## config.mk

```make
export PLATFORM = sky130hd
export DESIGN_NAME = floating_div
export DESIGN_NICKNAME = d
export VERILOG_FILES = /design/src/rtl/floating_div.sv
export SDC_FILE = /design/constraint.sdc
export NUM_CORES = 1
export LEC_CHECK = 0
export CORE_ASPECT_RATIO = 1.25
export CORE_UTILIZATION = 30
export DETAILED_ROUTE_END_ITERATION = 8
export PLACE_DENSITY = 0.46
export SLEW_MARGIN = 10
export SYNTH_ARGS = -nofsm -noshare
export SYNTH_HDL_FRONTEND = slang
export SYNTH_SLANG_ARGS = --single-unit
```

## constraint.sdc

```tcl
create_clock -name clk -period 7.58 [get_ports clk]
set_input_delay 1.516 -clock clk [delete_from_list [all_inputs] [get_ports clk]]
set_output_delay 1.516 -clock clk [all_outputs]
set_load 0.01 [all_outputs]
```

## src/rtl/floating_div.sv

```systemverilog
// floating_div: IEEE-754 single-precision divider, restoring one quotient
// bit per cycle, operands flushed to zero, special values on a fast path.
module floating_div (
    input  logic        clk,
    input  logic        rst,
    input  logic        in_valid,
    input  logic [31:0] OperandA,
    input  logic [31:0] OperandB,
    output logic        in_ready,
    output logic        out_valid,
    output logic [31:0] out,
    output logic        Exception,
    output logic        NaN,
    output logic        zero_exponent,
    output logic        div_by_zero
);
    typedef enum logic [1:0] {
        IDLE,
        DIVIDE,
        ROUND,
        SPECIAL
    } state_t;

    state_t      state_q, state_d;
    logic [31:0] out_q, out_d;
    logic [3:0]  flg_q, flg_d;
    logic        vld_q, vld_d;
    logic        sign_q, sign_d;
    logic [7:0]  ea_q, ea_d;
    logic [7:0]  eb_q, eb_d;
    logic [23:0] mb_q, mb_d;
    logic [24:0] rem_q, rem_d;
    logic [25:0] quo_q, quo_d;
    logic [4:0]  cnt_q, cnt_d;
    logic [31:0] spo_q, spo_d;
    logic [3:0]  spf_q, spf_d;

    logic [7:0] ea_in, eb_in;
    logic       a_zero, a_inf, a_nan;
    logic       b_zero, b_inf, b_nan;
    logic       sign_in, special;

    assign ea_in   = OperandA[30:23];
    assign eb_in   = OperandB[30:23];
    assign sign_in = OperandA[31] ^ OperandB[31];
    assign a_zero  = (ea_in == 8'h00);
    assign a_inf   = (ea_in == 8'hFF) && (OperandA[22:0] == 23'd0);
    assign a_nan   = (ea_in == 8'hFF) && (OperandA[22:0] != 23'd0);
    assign b_zero  = (eb_in == 8'h00);
    assign b_inf   = (eb_in == 8'hFF) && (OperandB[22:0] == 23'd0);
    assign b_nan   = (eb_in == 8'hFF) && (OperandB[22:0] != 23'd0);
    assign special = a_zero | a_inf | a_nan | b_zero | b_inf | b_nan;

    // flag vectors are ordered {Exception, NaN, zero_exponent, div_by_zero}
    logic [31:0] sp_out;
    logic [3:0]  sp_flg;

    always_comb begin
        sp_out = {sign_in, 31'd0};
        sp_flg = 4'b0000;
        if (a_nan | b_nan | (a_zero & b_zero) | (a_inf & b_inf)) begin
            sp_out = {sign_in, 8'hFF, 23'h7FFFFF};
            sp_flg = 4'b0100;
        end else if (a_inf) begin
            sp_out = {sign_in, 8'hFF, 23'd0};
            sp_flg = 4'b1000;
        end else if (b_inf) begin
            sp_out = {sign_in, 31'd0};
        end else if (a_zero) begin
            sp_flg = 4'b0010;
        end else if (b_zero) begin
            sp_out = {sign_in, 8'hFF, 23'd0};
            sp_flg = 4'b1001;
        end
    end

    // remainder stays below 2*MB, so a 24-bit difference is exact
    logic        ge;
    logic [23:0] diff;

    assign ge   = rem_q >= {1'b0, mb_q};
    assign diff = rem_q[23:0] - mb_q;

    logic [22:0]       frac_n;
    logic              rb;
    logic signed [9:0] exp_n, exp_r;
    logic [23:0]       frac_r;
    logic [31:0]       nrm_out;
    logic [3:0]        nrm_flg;

    always_comb begin
        if (quo_q[25]) begin
            frac_n = quo_q[24:2];
            rb     = quo_q[1];
            exp_n  = $signed({2'b00, ea_q}) - $signed({2'b00, eb_q}) + 10'sd127;
        end else begin
            frac_n = quo_q[23:1];
            rb     = quo_q[0];
            exp_n  = $signed({2'b00, ea_q}) - $signed({2'b00, eb_q}) + 10'sd126;
        end
        frac_r  = {1'b0, frac_n} + {23'd0, rb};
        exp_r   = exp_n + $signed({9'd0, frac_r[23]});
        nrm_out = {sign_q, exp_r[7:0], frac_r[22:0]};
        nrm_flg = 4'b0000;
        if (exp_r >= 10'sd255) begin
            nrm_out = {sign_q, 8'hFF, 23'd0};
            nrm_flg = 4'b1000;
        end else if (exp_r <= 10'sd0) begin
            nrm_out = {sign_q, 31'd0};
        end
    end

    always_comb begin
        state_d = state_q;
        out_d   = out_q;
        flg_d   = flg_q;
        vld_d   = 1'b0;
        sign_d  = sign_q;
        ea_d    = ea_q;
        eb_d    = eb_q;
        mb_d    = mb_q;
        rem_d   = rem_q;
        quo_d   = quo_q;
        cnt_d   = cnt_q;
        spo_d   = spo_q;
        spf_d   = spf_q;
        unique case (state_q)
            IDLE: begin
                if (in_valid) begin
                    sign_d  = sign_in;
                    ea_d    = ea_in;
                    eb_d    = eb_in;
                    mb_d    = {1'b1, OperandB[22:0]};
                    rem_d   = {2'b01, OperandA[22:0]};
                    quo_d   = 26'd0;
                    cnt_d   = 5'd0;
                    spo_d   = sp_out;
                    spf_d   = sp_flg;
                    state_d = special ? SPECIAL : DIVIDE;
                end
            end
            DIVIDE: begin
                if (ge) begin
                    rem_d = {diff, 1'b0};
                end else begin
                    rem_d = {rem_q[23:0], 1'b0};
                end
                quo_d = {quo_q[24:0], ge};
                cnt_d = cnt_q + 5'd1;
                if (cnt_q == 5'd25) begin
                    state_d = ROUND;
                end
            end
            ROUND: begin
                out_d   = nrm_out;
                flg_d   = nrm_flg;
                vld_d   = 1'b1;
                state_d = IDLE;
            end
            SPECIAL: begin
                out_d   = spo_q;
                flg_d   = spf_q;
                vld_d   = 1'b1;
                state_d = IDLE;
            end
        endcase
    end

    always_ff @(posedge clk) begin
        if (!rst) begin
            state_q <= IDLE;
            out_q   <= 32'd0;
            flg_q   <= 4'd0;
            vld_q   <= 1'b0;
            sign_q  <= 1'b0;
            ea_q    <= 8'd0;
            eb_q    <= 8'd0;
            mb_q    <= 24'd0;
            rem_q   <= 25'd0;
            quo_q   <= 26'd0;
            cnt_q   <= 5'd0;
            spo_q   <= 32'd0;
            spf_q   <= 4'd0;
        end else begin
            state_q <= state_d;
            out_q   <= out_d;
            flg_q   <= flg_d;
            vld_q   <= vld_d;
            sign_q  <= sign_d;
            ea_q    <= ea_d;
            eb_q    <= eb_d;
            mb_q    <= mb_d;
            rem_q   <= rem_d;
            quo_q   <= quo_d;
            cnt_q   <= cnt_d;
            spo_q   <= spo_d;
            spf_q   <= spf_d;
        end
    end

    assign in_ready      = (state_q == IDLE);
    assign out_valid     = vld_q;
    assign out           = out_q;
    assign Exception     = flg_q[3];
    assign NaN           = flg_q[2];
    assign zero_exponent = flg_q[1];
    assign div_by_zero   = flg_q[0];

endmodule

```

==> results of run 1 <==
[registers in the layout (all words and copies together) (netlist names), 2 cells and up]
signal / cells
rem_q: 25
ea_q: 8
quo_q: 26
eb_q: 8
mb_q: 24
spo_q: 2
flg_q: 4
cnt_q: 5
out: 32
spf_q: 3
state_q: 2
[kinds of logic (layout without fill, tap and decap cells)]
| group | after synthesis | in the layout |
|---|---|---|
| flip-flops | 141 | 141 |
| XOR/XNOR | 45 | 45 |
| AND/OR/NAND/NOR | 437 | 437 |
| multiplexers | 26 | 26 |
| AO/OA/AOI/OAI | 333 | 333 |
| buffers and inverters | 130 | 196 |
| adder cells (fa/ha/maj) | 42 | 42 |
[metrics by stage]
step                setup slack (ns)  total power, mW
floorplan                       1.19             1.52
global route                   0.701             2.71
global placement                1.26             1.75
CTS                             1.15             2.57
finish                          1.14             2.54
detailed placement              1.17             1.75
[worst max-delay path by stage]
| stage | endpoint | cells past startpoint | slack, ns |
|---|---|---|---|
| CTS | out[22] | 20 | 1.15 |
| floorplan | out[14] | 27 | 1.19 |
| finish | out[22] | 20 | 1.14 |
| global placement | out[22] | 20 | 1.26 |
| detailed placement | out[22] | 20 | 1.17 |
| global route | out[22] | 20 | 0.70 |
[power breakdown]
| part | leakage [nW] | switching (mW) | total, mW | internal, mW |
|---|---|---|---|---|
| registers | 1.15 | 0.0326 | 0.820 | 0.787 |
| clock network | 0.271 | 0.334 | 0.808 | 0.474 |
| logic | 2.43 | 0.518 | 0.907 | 0.389 |
[cell usage in the layout, fill, tap and decap left out, drive strengths merged, types with 9 or more instances in the layout]
cell type,Yosys,routed
dfxtp,141,141
a22oi,15,15
mux2,10,10
nor2b,12,12
a221o,21,21
ha,41,41
nor3,21,21
a211oi,23,23
nor2,46,46
o211ai,12,12
buf,25,12
nand3,54,54
nor4,16,16
clkbuf,56,21
clkdlybuf4s50,0,104
nand2,214,214
inv,49,50
and2,10,10
o21ai,30,30
mux2i,16,16
xor2,20,20
a21o,14,14
a21oi,152,152
nand4,12,12
a311oi,9,9
xnor2,25,25
[layout make-up]
type | count | area (um^2)
repair buffers | 116 | 1130
well taps | 390 | 488
flip-flops and latches | 141 | 2820
clock inverters | 10 | 90.1
clock buffers | 21 | 470
fillers | 3056 | 18000
inverters | 49 | 184
multi-input cells | 883 | 5490
[layer usage]
metal | up-vias | routed length (um)
li1 | 4239 | -
met1 | 3856 | 11900
met2 | 139 | 12500
met3 | 20 | 702
met4 | 0 | 386
met5 | - | 0
==> run_results.csv, run 1 <==
group,metric,value,unit
status,status,"finished clean",
min_path,min_path_cells,1,
floorplanning,die_height,194,um
timing,skew,0.00937,ns
timing,tns,0,ns
clock_network,postCtsSetupRepairBufs,0,
global_route,grtUsageTotal,17.3,%
placed_design,hpwl,18100,um
clock_network,cts_tree,"built",
worst_setup_path,required,7.95,ns
worst_setup_path,r2r-start,"quo_q[25]",
global_route,antenna_found_initial,0,
timing,hold_ws,0.449,ns
worst_setup_path,arrival,6.81,ns
global_route,met3_usage,2.79,%
worst_setup_path,r2r-end,"out[22]",
floorplanning,core,28700,um^2
worst_setup_path,crit_chain,"mux2_2 > ha_1 > and4_1 > and3_1 > and3_1 > nand4_1 > or3b_1 > a211o_1 > or3b_1 > nor2_1 > and2_1 > ha_1 > nand2_1 > nor3_1 > nand2_1 > or4_4 > o21ai_2 > nand3b_1 > a311oi_4 > a221o_2",
logic_synthesis,synth_edf_count,0,
min_path,hold_path.class,"reg -> reg",
floorplanning,start_util,30.8,%
route,drt_wl_total,25400,um
logic_synthesis,synth_ff_type,"dfxtp_1",
worst_setup_path,cp_top_family,"simple AND/OR/NAND/NOR gates",
worst_setup_path,cp-end-kind,"register",
placed_design,dp.cells,1579,
power_and_ir_drop,irDropWorstVdd,136,uV
min_path,min-delay-start,"flg_q[2]",
power_and_ir_drop,power_density,237,nW/um^2
global_route,grt_pass1_wl,41300,um
worst_setup_path,reg2reg_slack,1.14,ns
global_route,first_global_vias,7787,
logic_synthesis,synth-seq-cells,141,
logic_synthesis,synth_compound_area_share,25.0,%
worst_setup_path,cp_max_fo,31,
logic_synthesis,synth_adder_area_share,6.04,%
floorplanning,die_x,155,um
floorplanning,dieArea,30100,um^2
logic_synthesis,async_reset_ff_share,0,%
timing,post-route-min-period,6.44,ns
layout,syn_to_final_growth,21.0,%
layout,finalNonFillerCells,1610,
clock_network,ctsHoldBuffers,0,
logic_synthesis,synth_common_cells,"nand2_1, a21oi_1, dfxtp_1, clkbuf_1, nand3_1",
worst_setup_path,crit_buf_inv,0,
logic_synthesis,synth_area_leaders,"dfxtp_1, nand2_1, a21oi_1",
route,drcViolationCount,0,
timing,period_share,85.0,%
logic_synthesis,synth_xor_xnor_area_share,4.47,%
logic_synthesis,syn_nets,1263,
timing,slew_headroom,22.9,%
clock_network,path_clk_slew,0.06,ns
floorplanning,io_pins,105,
route,dr.pass1.iters,5,
layout,finalNetCount,1317,
layout,fin_util,37.3,%
global_route,busiest_layer,"met2",
timing,drv_slew,0,
timing,fmax,155,MHz
min_path,hold_end,"flg_q[2]",
logic_synthesis,synth_top_area_share,32.0,%
clock_network,post_cts_resized,0,
worst_setup_path,worstSetupStartpointType,"register",
clock_network,root_buffer,"clkbuf_16",
placed_design,io_buffers,104,
worst_setup_path,cpMaxStageDelayCell,"a311oi_4",
route,via_count,8254,
route,routedWlPerCell,15.8,um
timing,setup_viol,0,
global_route,grt_max_degree,70,
route,drt_iter0_markers,477,
logic_synthesis,synth_top_area_cell,"dfxtp_1",
worst_setup_path,max_stage_delay,0.99,ns
logic_synthesis,ys_seq_area_share,32.0,%
power_and_ir_drop,p_leak,3.85,nW
logic_synthesis,ys_types,82,
logic_synthesis,synth_simple_gate_area_share,23.5,%
logic_synthesis,synthCells,1154,
worst_setup_path,critPathLaunch,"quo_q[25]",
logic_synthesis,syn_avg_cell_area,7.65,um^2
global_route,use_met1,22.4,%
route,viasPerCell,5.13,
global_route,use_met2,29.1,%
worst_setup_path,criticalPathCategory,"reg -> reg",
timing,worst_pin_slew,1.15,ns
layout,final_area,10700,um^2
logic_synthesis,synth_warnings,0,
clock_network,clkSinkCount,141,
global_route,grt_overflow,0,
worst_setup_path,rr_worst_depth,20,
timing,finalHoldViolCount,0,
clock_network,htree_levels,4,
logic_synthesis,muxShareOfSynthArea,3.13,%
logic_synthesis,synth_area,8820,um^2
job,maxCapViolCount,0,
layout,diodes,0,
floorplanning,fp-row-count,69,
timing,rsz0062_at_grt,"no",
placed_design,place.gp.congestion,0.802,
layout,drive_gt1_share,6.80,%
clock_network,cts_buffer_depth,2,
placed_design,post_dp_cell_area,10100,um^2
clock_network,cts_made_buffers,17,
route,drtAntennaViolNets,0,
clock_network,clk_latency,0.43,ns
logic_synthesis,synth.most_common_cell,"nand2_1",
logic_synthesis,synth_top_family_by_area,"compound AO/OA/AOI/OAI gates",
(Power assumes the default switching activity.)
==> run 2, diff against run 1 <==
- PLACE_DENSITY: 0.46 -> 0.48
- clock period: 7.58 -> 5.7 ns (I/O delays scaled with it)
==> run 2 against run 1 <==
Sequential power is 33% higher. Maximum frequency is 19% higher. Clock skew is 0.0059 ns higher. Critical path type unchanged. Highest routed layer unchanged.
==> run_results.csv, run 2 (synthesis gave the netlist of run 1 again) <==
group,metric,value,unit
clock_network,clkSinkCount,141,
layout,largest_register_ff_count,32,
route,dr.pass1.iters,5,
global_route,first_global_vias,7948,
worst_setup_path,arrival,5.72,ns
timing,setup_viol,0,
layout,drive_gt1_share,8.74,%
layout,finalNetCount,1332,
worst_setup_path,criticalPathCategory,"reg -> reg",
layout,diodes,0,
layout,syn_to_final_growth,23.3,%
global_route,grtUsageTotal,17.4,%
global_route,grt_max_degree,69,
timing,skew,0.0153,ns
global_route,grt_overflow,0,
clock_network,cts_buffer_depth,2,
timing,fmax,185,MHz
power_and_ir_drop,power_density,318,nW/um^2
status,status,"finished clean",
timing,tns,0,ns
job,maxCapViolCount,0,
worst_setup_path,critPathLaunch,"quo_q[25]",
route,routedWlPerCell,15.8,um
timing,worst_pin_slew,1.19,ns
timing,hold_ws,0.453,ns
timing,fin_ws,0.304,ns
layout,fillers,3092,
global_route,antenna_found_initial,0,
clock_network,clk_latency,0.44,ns
placed_design,post-place-ws,-0.0205,ns
layout,final_common_cell,"nand2_1",
route,drt_wl_total,25700,um
floorplanning,io_pins,105,
worst_setup_path,r2r-start,"quo_q[25]",
min_path,hold_path.class,"reg -> reg",
clock_network,htree_levels,4,
placed_design,hpwl,17900,um
min_path,hold_end,"flg_q[2]",
placed_design,io_buffers,104,
power_and_ir_drop,irDropWorstVdd,210,uV
route,via_count,8357,
layout,final_cell_mix,"nand2_1, a21oi_1, dfxtp_1, clkdlybuf4s50_1, nand3_1",
clock_network,cts_tree,"built",
worst_setup_path,r2r-end,"out[22]",
min_path,min-delay-start,"flg_q[2]",
floorplanning,dieArea,30100,um^2
timing,period_share,94.7,%
worst_setup_path,cp-end-kind,"register",
layout,fin_util,38.0,%
worst_setup_path,cp_max_fo,12,
timing,drv_slew,0,
timing,post-route-min-period,5.40,ns
clock_network,cts_made_buffers,17,
worst_setup_path,worstSetupStartpointType,"register",
floorplanning,start_util,30.8,%
global_route,grt_pass1_wl,41600,um
floorplanning,fp-row-count,69,
clock_network,ctsHoldBuffers,0,
worst_setup_path,required,6.03,ns
layout,finalNonFillerCells,1626,
placed_design,place.gp.congestion,0.826,
timing,slew_headroom,20.6,%
floorplanning,die_height,194,um
timing,finalHoldViolCount,0,
worst_setup_path,rr_worst_depth,21,
min_path,min_path_cells,1,
route,viasPerCell,5.14,
route,drt_iter0_markers,412,
worst_setup_path,reg2reg_slack,0.30,ns
power_and_ir_drop,p_leak,3.94,nW
clock_network,root_buffer,"clkbuf_16",
floorplanning,core,28700,um^2
route,drtAntennaViolNets,0,
floorplanning,die_x,155,um
route,drcViolationCount,0,
clock_network,path_clk_slew,0.07,ns
placed_design,dp.cells,1587,
run 2: how the worst max path moves through the flow:
stage | end | slack (ns) | depth (start not counted)
2_1_floorplan | out[14] | 0.004 | 25
3_3_place_gp | out[22] | 0.05 | 20
3_5_place_dp | out[22] | -0.02 | 20
4_1_cts | out[11] | 0.07 | 20
5_1_grt | out[9] | -0.009 | 23
6_report | out[22] | 0.30 | 21
run 2: per-stage QoR:
stage | instance area, um^2 | total power, mW
3_5_place_dp | 10200 | 2.32
2_1_floorplan | 8850 | 2.02
5_1_grt | 10900 | 3.67
3_3_place_gp | 10200 | 2.32
6_report | 10900 | 3.46
4_1_cts | 10800 | 3.47
run 2: worst max-delay path, stage by stage, from the launching register on:
cell and delay [ns]:
dfxtp_2 0.34, mux2_2 0.22, ha_1 0.21, and4_2 0.28, and3_1 0.18, and3_1 0.18
nand4_1 0.14, or3b_4 0.43, a211o_1 0.30, or3b_1 0.39, nor2_2 0.14, and2_1 0.18
ha_1 0.18, nand2_1 0.06, nor3_2 0.15, nand2_1 0.11, or4_4 0.51, buf_4 0.16
a211oi_4 0.38, a311oi_4 0.16, buf_12 0.20, a221o_2 0.37
run 2: report_power, final:
group	total (mW)	internal [mW]	switching (mW)
sequential	1.09	1.05	0.0437
combinational	1.26	0.535	0.725
clock	1.11	0.620	0.488
run 2: final cells by class:
cell class / instances / area, um^2 / share of cell area (%)
well taps: 390 / 488 / 4.49
clock buffers: 18 / 439 / 4.04
repair buffers: 130 / 1250 / 11.5
multi-input cells: 884 / 5560 / 51.1
flip-flops and latches: 141 / 2820 / 26.0
inverters: 49 / 184 / 1.69
clock inverters: 14 / 135 / 1.24
run 2: timing repair:
| action | CTS | global route |
|---|---|---|
| endpoints found under the setup margin | 19 | 30 |
| resized for setup | 0 | 12 |
| setup buffers | 0 | 6 |
| gates cloned | 1 | 0 |
| pin swaps | 1 | 3 |
run 2: layer usage:
layer	GRT usage [%]	wire (um)	vias to the layer above
li1	-	-	4274
met2	30.2	12700	160
met3	2.59	762	22
met4	5.12	303	0
met5	0	0	-
met1	21.9	12000	3901
==> RTL change 1: new RTL, config.mk and constraints of run 2 <==
Re-encode `state_t` (4 states) as one-hot, 4 bits wide.
--- a/src/rtl/floating_div.sv
+++ b/src/rtl/floating_div.sv
@@ -16,7 +16,7 @@
 );
-    typedef enum logic [1:0] {
-        IDLE,
-        DIVIDE,
-        ROUND,
-        SPECIAL
+    typedef enum logic [3:0] {
+        IDLE    = 4'b0001,
+        DIVIDE  = 4'b0010,
+        ROUND   = 4'b0100,
+        SPECIAL = 4'b1000
     } state_t;
Behaviour: no difference found for any inputs over 10 cycles, from zero or initial values and one cycle with rst low; not proved beyond that.
==> RTL change 1 against run 2 <==
  * Via count is 1.6% higher
  * Highest routed layer unchanged
  * Sequential cell count up 2
  * First-iteration DRC count rose by 21%
  * Critical endpoint is now out[11]
  * Synthesized area increased by 3.6%
  * Fmax up 4.5%
  * Sequential share of layout area shrank 0.26 points
  * Non-clock buffer count shrank 9
  * Routed wire length up 0.43%
  * Design area grew 2.5%
  * Hold slack improved by 6.6 ps
  * Global-route usage decreased by 0.29 points
  * Setup slack better by 230 ps
  * Total power is 3.2% lower
  * Critical path type unchanged
==> RTL change 1: results (changes against run 2) <==
Status - finished, final reports clean
Initial DRC Count - 497 (+21%)
Vias per cell - 5.13 (-0.15%)
Hold Path Sink - mb_q[21]
Async set or reset register ratio after synthesis - 0% (unchanged)
Total wire length - 25800 um (+0.43%)
Met1 wire length - 12200 um (+1.6%)
Synth top area cells - dfxtp_1, nand2_1, a21boi_0
Global-route usage over all layers - 17.1% (-0.29 points)
Yosys cell types - 80 (-2.4%)
Largest net degree at the start of global routing - 73 (+5.8%)
Post-synthesis mux area share - 3.94% (+0.81 points)
CP peak stage delay - 590 ps (+80 ps)
CP arrival - 5530 ps (-190 ps)
Post-Synth Adder-Cell Area - 6.05% (+0.0090 points)
Layout cells sized above 1 - 5.99% (-2.8 points)
XOR/XNOR Fraction of Synth Area - 4.37% (-0.10 points)
Syn_area_per_cell - 7.79 um2 (+1.9%)
Number of global-route vias before repair - 8181 (+2.9%)
Top post-synthesis cells by count - nand2_1, dfxtp_1, a21oi_1, a21boi_0
Leakage power - 4.24 nW (+7.7%)
Worst-path clk slew - 70 ps (about the same)
Post-synth EDFFs - 0 (unchanged)
Worst IR Drop VDD - 0.145 mV (-31%)
Reg2reg path depth - 18 (-14%)
Reg-to-reg setup timing slack - 530 ps (+230 ps)
Yosys synthesis warning count - 0 (unchanged)
Slowest cell on the critical path - a2111oi_2
Nets - 1350 (+1.4%)
CTS H-tree lvls - 4 (unchanged)
Min-delay src - mb_q[21]
Residual DRC count - 0 (unchanged)
Worst Hold Path Cells - 2 (+1)
# diodes - 0 (unchanged)
Post-Syn Area - 0.00914 mm2 (+3.6%)
Max_slew headroom - 32.9% (+12 points)
DR WL/cell - 15.6 um (-1.3%)
Synth Area in Compound Gates - 26.3% (+1.4 points)
Placement Cell Area - 0.0106 mm2 (+3.6%)
Placed Instances - 1622 (+2.2%)
First-pass GRT wire length - 42200 um (+1.5%)
Post-detail-place hpwl - 18800 um (+5.1%)
Worst reg2reg endpoint - out[11]
Met3 wire length - 796 um (+4.5%)
Met2 WL post-DR - 12300 um (-2.6%)
Crit-path max FO - 23 (+11)
GP Congestion - 0.801 (-2.9%)
Register area share after synthesis - 31.3% (-0.67 points)
Fillers - 3208 (+3.8%)
Clock Skews - 14.0 ps (-1.34 ps)
Total nets after synthesis - 1283 (+1.6%)
Max Used Layer - met4
-- RTL change 1: per-stage QoR --
stage | hold slack, ps | worst slack (ps)
global placement | 453 | 701
floorplan | 441 | 25.5
global route | 485 | 83.7
CTS | 465 | 507
finish | 460 | 534
detailed placement | 457 | 517
-- RTL change 1: power by group --
part / switching (mW) / internal [mW]
Combinational: 0.641 / 0.476
Sequential: 0.0316 / 1.04
Clock: 0.487 / 0.668
-- RTL change 1: area by class of cell --
cell class	instances	area, um2	area share [%]
Timing Repair Buffer	121	1170	10.5
Multi-Input combinational cell	903	5820	52.2
Sequential cell	143	2860	25.7
Tap cell	401	502	4.50
Clock buffer	20	447	4.01
Inverter	54	203	1.82
Clock inverter	12	149	1.34
-- RTL change 1: layer usage --
layer,GRT usage [%],vias up
met5,0,-
met4,5.59,0
met3,2.48,29
met2,28.6,167
met1,22.3,3940
li1,-,4352
==> RTL change 2: new RTL, settings of run 2 <==
Without the edit above. Take the reset off `mb_q` and load it in a clocked block of its own.
--- a/src/rtl/floating_div.sv
+++ b/src/rtl/floating_div.sv
@@ -177,3 +177,2 @@
             eb_q    <= 8'd0;
-            mb_q    <= 24'd0;
             rem_q   <= 25'd0;
@@ -191,3 +190,2 @@
             eb_q    <= eb_d;
-            mb_q    <= mb_d;
             rem_q   <= rem_d;
@@ -198,2 +196,6 @@
         end
+    end
+
+    always_ff @(posedge clk) begin
+        mb_q <= mb_d;
     end
Behaviour: no difference found for any inputs over 10 cycles, from zero or initial values and one cycle with rst low; that may be too few to reach the edited logic, so the function may still have changed.
==> RTL change 2 against run 2 <==
  * Routed wire length down 7.4%
  * Synthesized area down 4.6%
  * Clock power about the same
  * Fmax up 2.7%
  * Sequential cell count down 1
  * Sequential share of layout area up 3.5 points
  * Total power down 12%
  * Global-route usage down 0.35 points
  * Setup slack better by 140 ps
  * Die area down 4.5%
  * Design area down 5.2%
  * Largest cell class unchanged
==> RTL change 2: results (changes against run 2) <==
Crit-path max FO - 23 (+11)
Slowest cell on the critical path - dfxtp_1
Post-synth EDFFs - 23 (+23)
Number of global-route vias before repair - 7545 (-5.1%)
Number of synthesized register bits - 140 (-0.71%)
Global-route usage over all layers - 17.0% (-0.35 points)
GP Congestion - 0.852 (+3.2%)
CP peak stage delay - 440 ps (-70 ps)
Status - finished, final reports clean
Clock Network Area Fraction - 5.71% (+0.43 points)
Fillers - 2928 (-5.3%)
Reg-to-reg setup timing slack - 450 ps (+140 ps)
Area of the multi-input gates - 0.00489 mm2 (-12%)
Multi-input gate count - 774 (-12%)
Initial DRC Count - 365 (-11%)
Placed Instances - 1445 (-8.9%)
Synth Area in Compound Gates - 23.7% (-1.3 points)
CLK BUF - 21 (+3)
Tap cells - 350 (-10%)
Worst Hold Path Cells - 2 (+1)
Layout cells sized above 1 - 6.39% (-2.3 points)
Top post-synthesis cells by count - nand2_1, dfxtp_1, a21oi_1, nor2_1, inv_1
Leakage power - 3.77 nW (-4.2%)
First-pass GRT wire length - 39300 um (-5.6%)
XOR/XNOR Fraction of Synth Area - 5.14% (+0.67 points)
Non-clk invs - 67 (+37%)
CP arrival - 5580 ps (-140 ps)
[RTL change 2: cell count changes after synthesis, moves of 9 or more]
cell / change
a21oi_1: -37
a22o_1: +9
a22oi_1: -12
dfxtp_1: -24
edfxtp_1: +23
inv_1: +17
nand2_1: -76
nor2_1: +27
o21ai_0: +11
[RTL change 2: power by group]
group / switching, mW / internal (mW) / leakage (nW) / total (mW)
registers: 0.0381 / 1.06 / 1.17 / 1.10
clock network: 0.462 / 0.653 / 0.285 / 1.11
logic: 0.485 / 0.339 / 2.32 / 0.824
total: 0.985 / 2.06 / 3.77 / 3.04
[RTL change 2: metal layers]
metal | part of all wire (%) | vias to the layer above | wire length [um]
met5 | 0 | - | 0
met4 | 1.7 | 0 | 411
met3 | 3.4 | 29 | 801
met2 | 49 | 154 | 11600
met1 | 46 | 3576 | 11000
li1 | - | 3905 | -
[RTL change 2: worst min-delay path, cell delays in order (launching register included)]
cell and delay [ps]:
dfxtp_1 310, nand2_1 50, a21oi_1 50
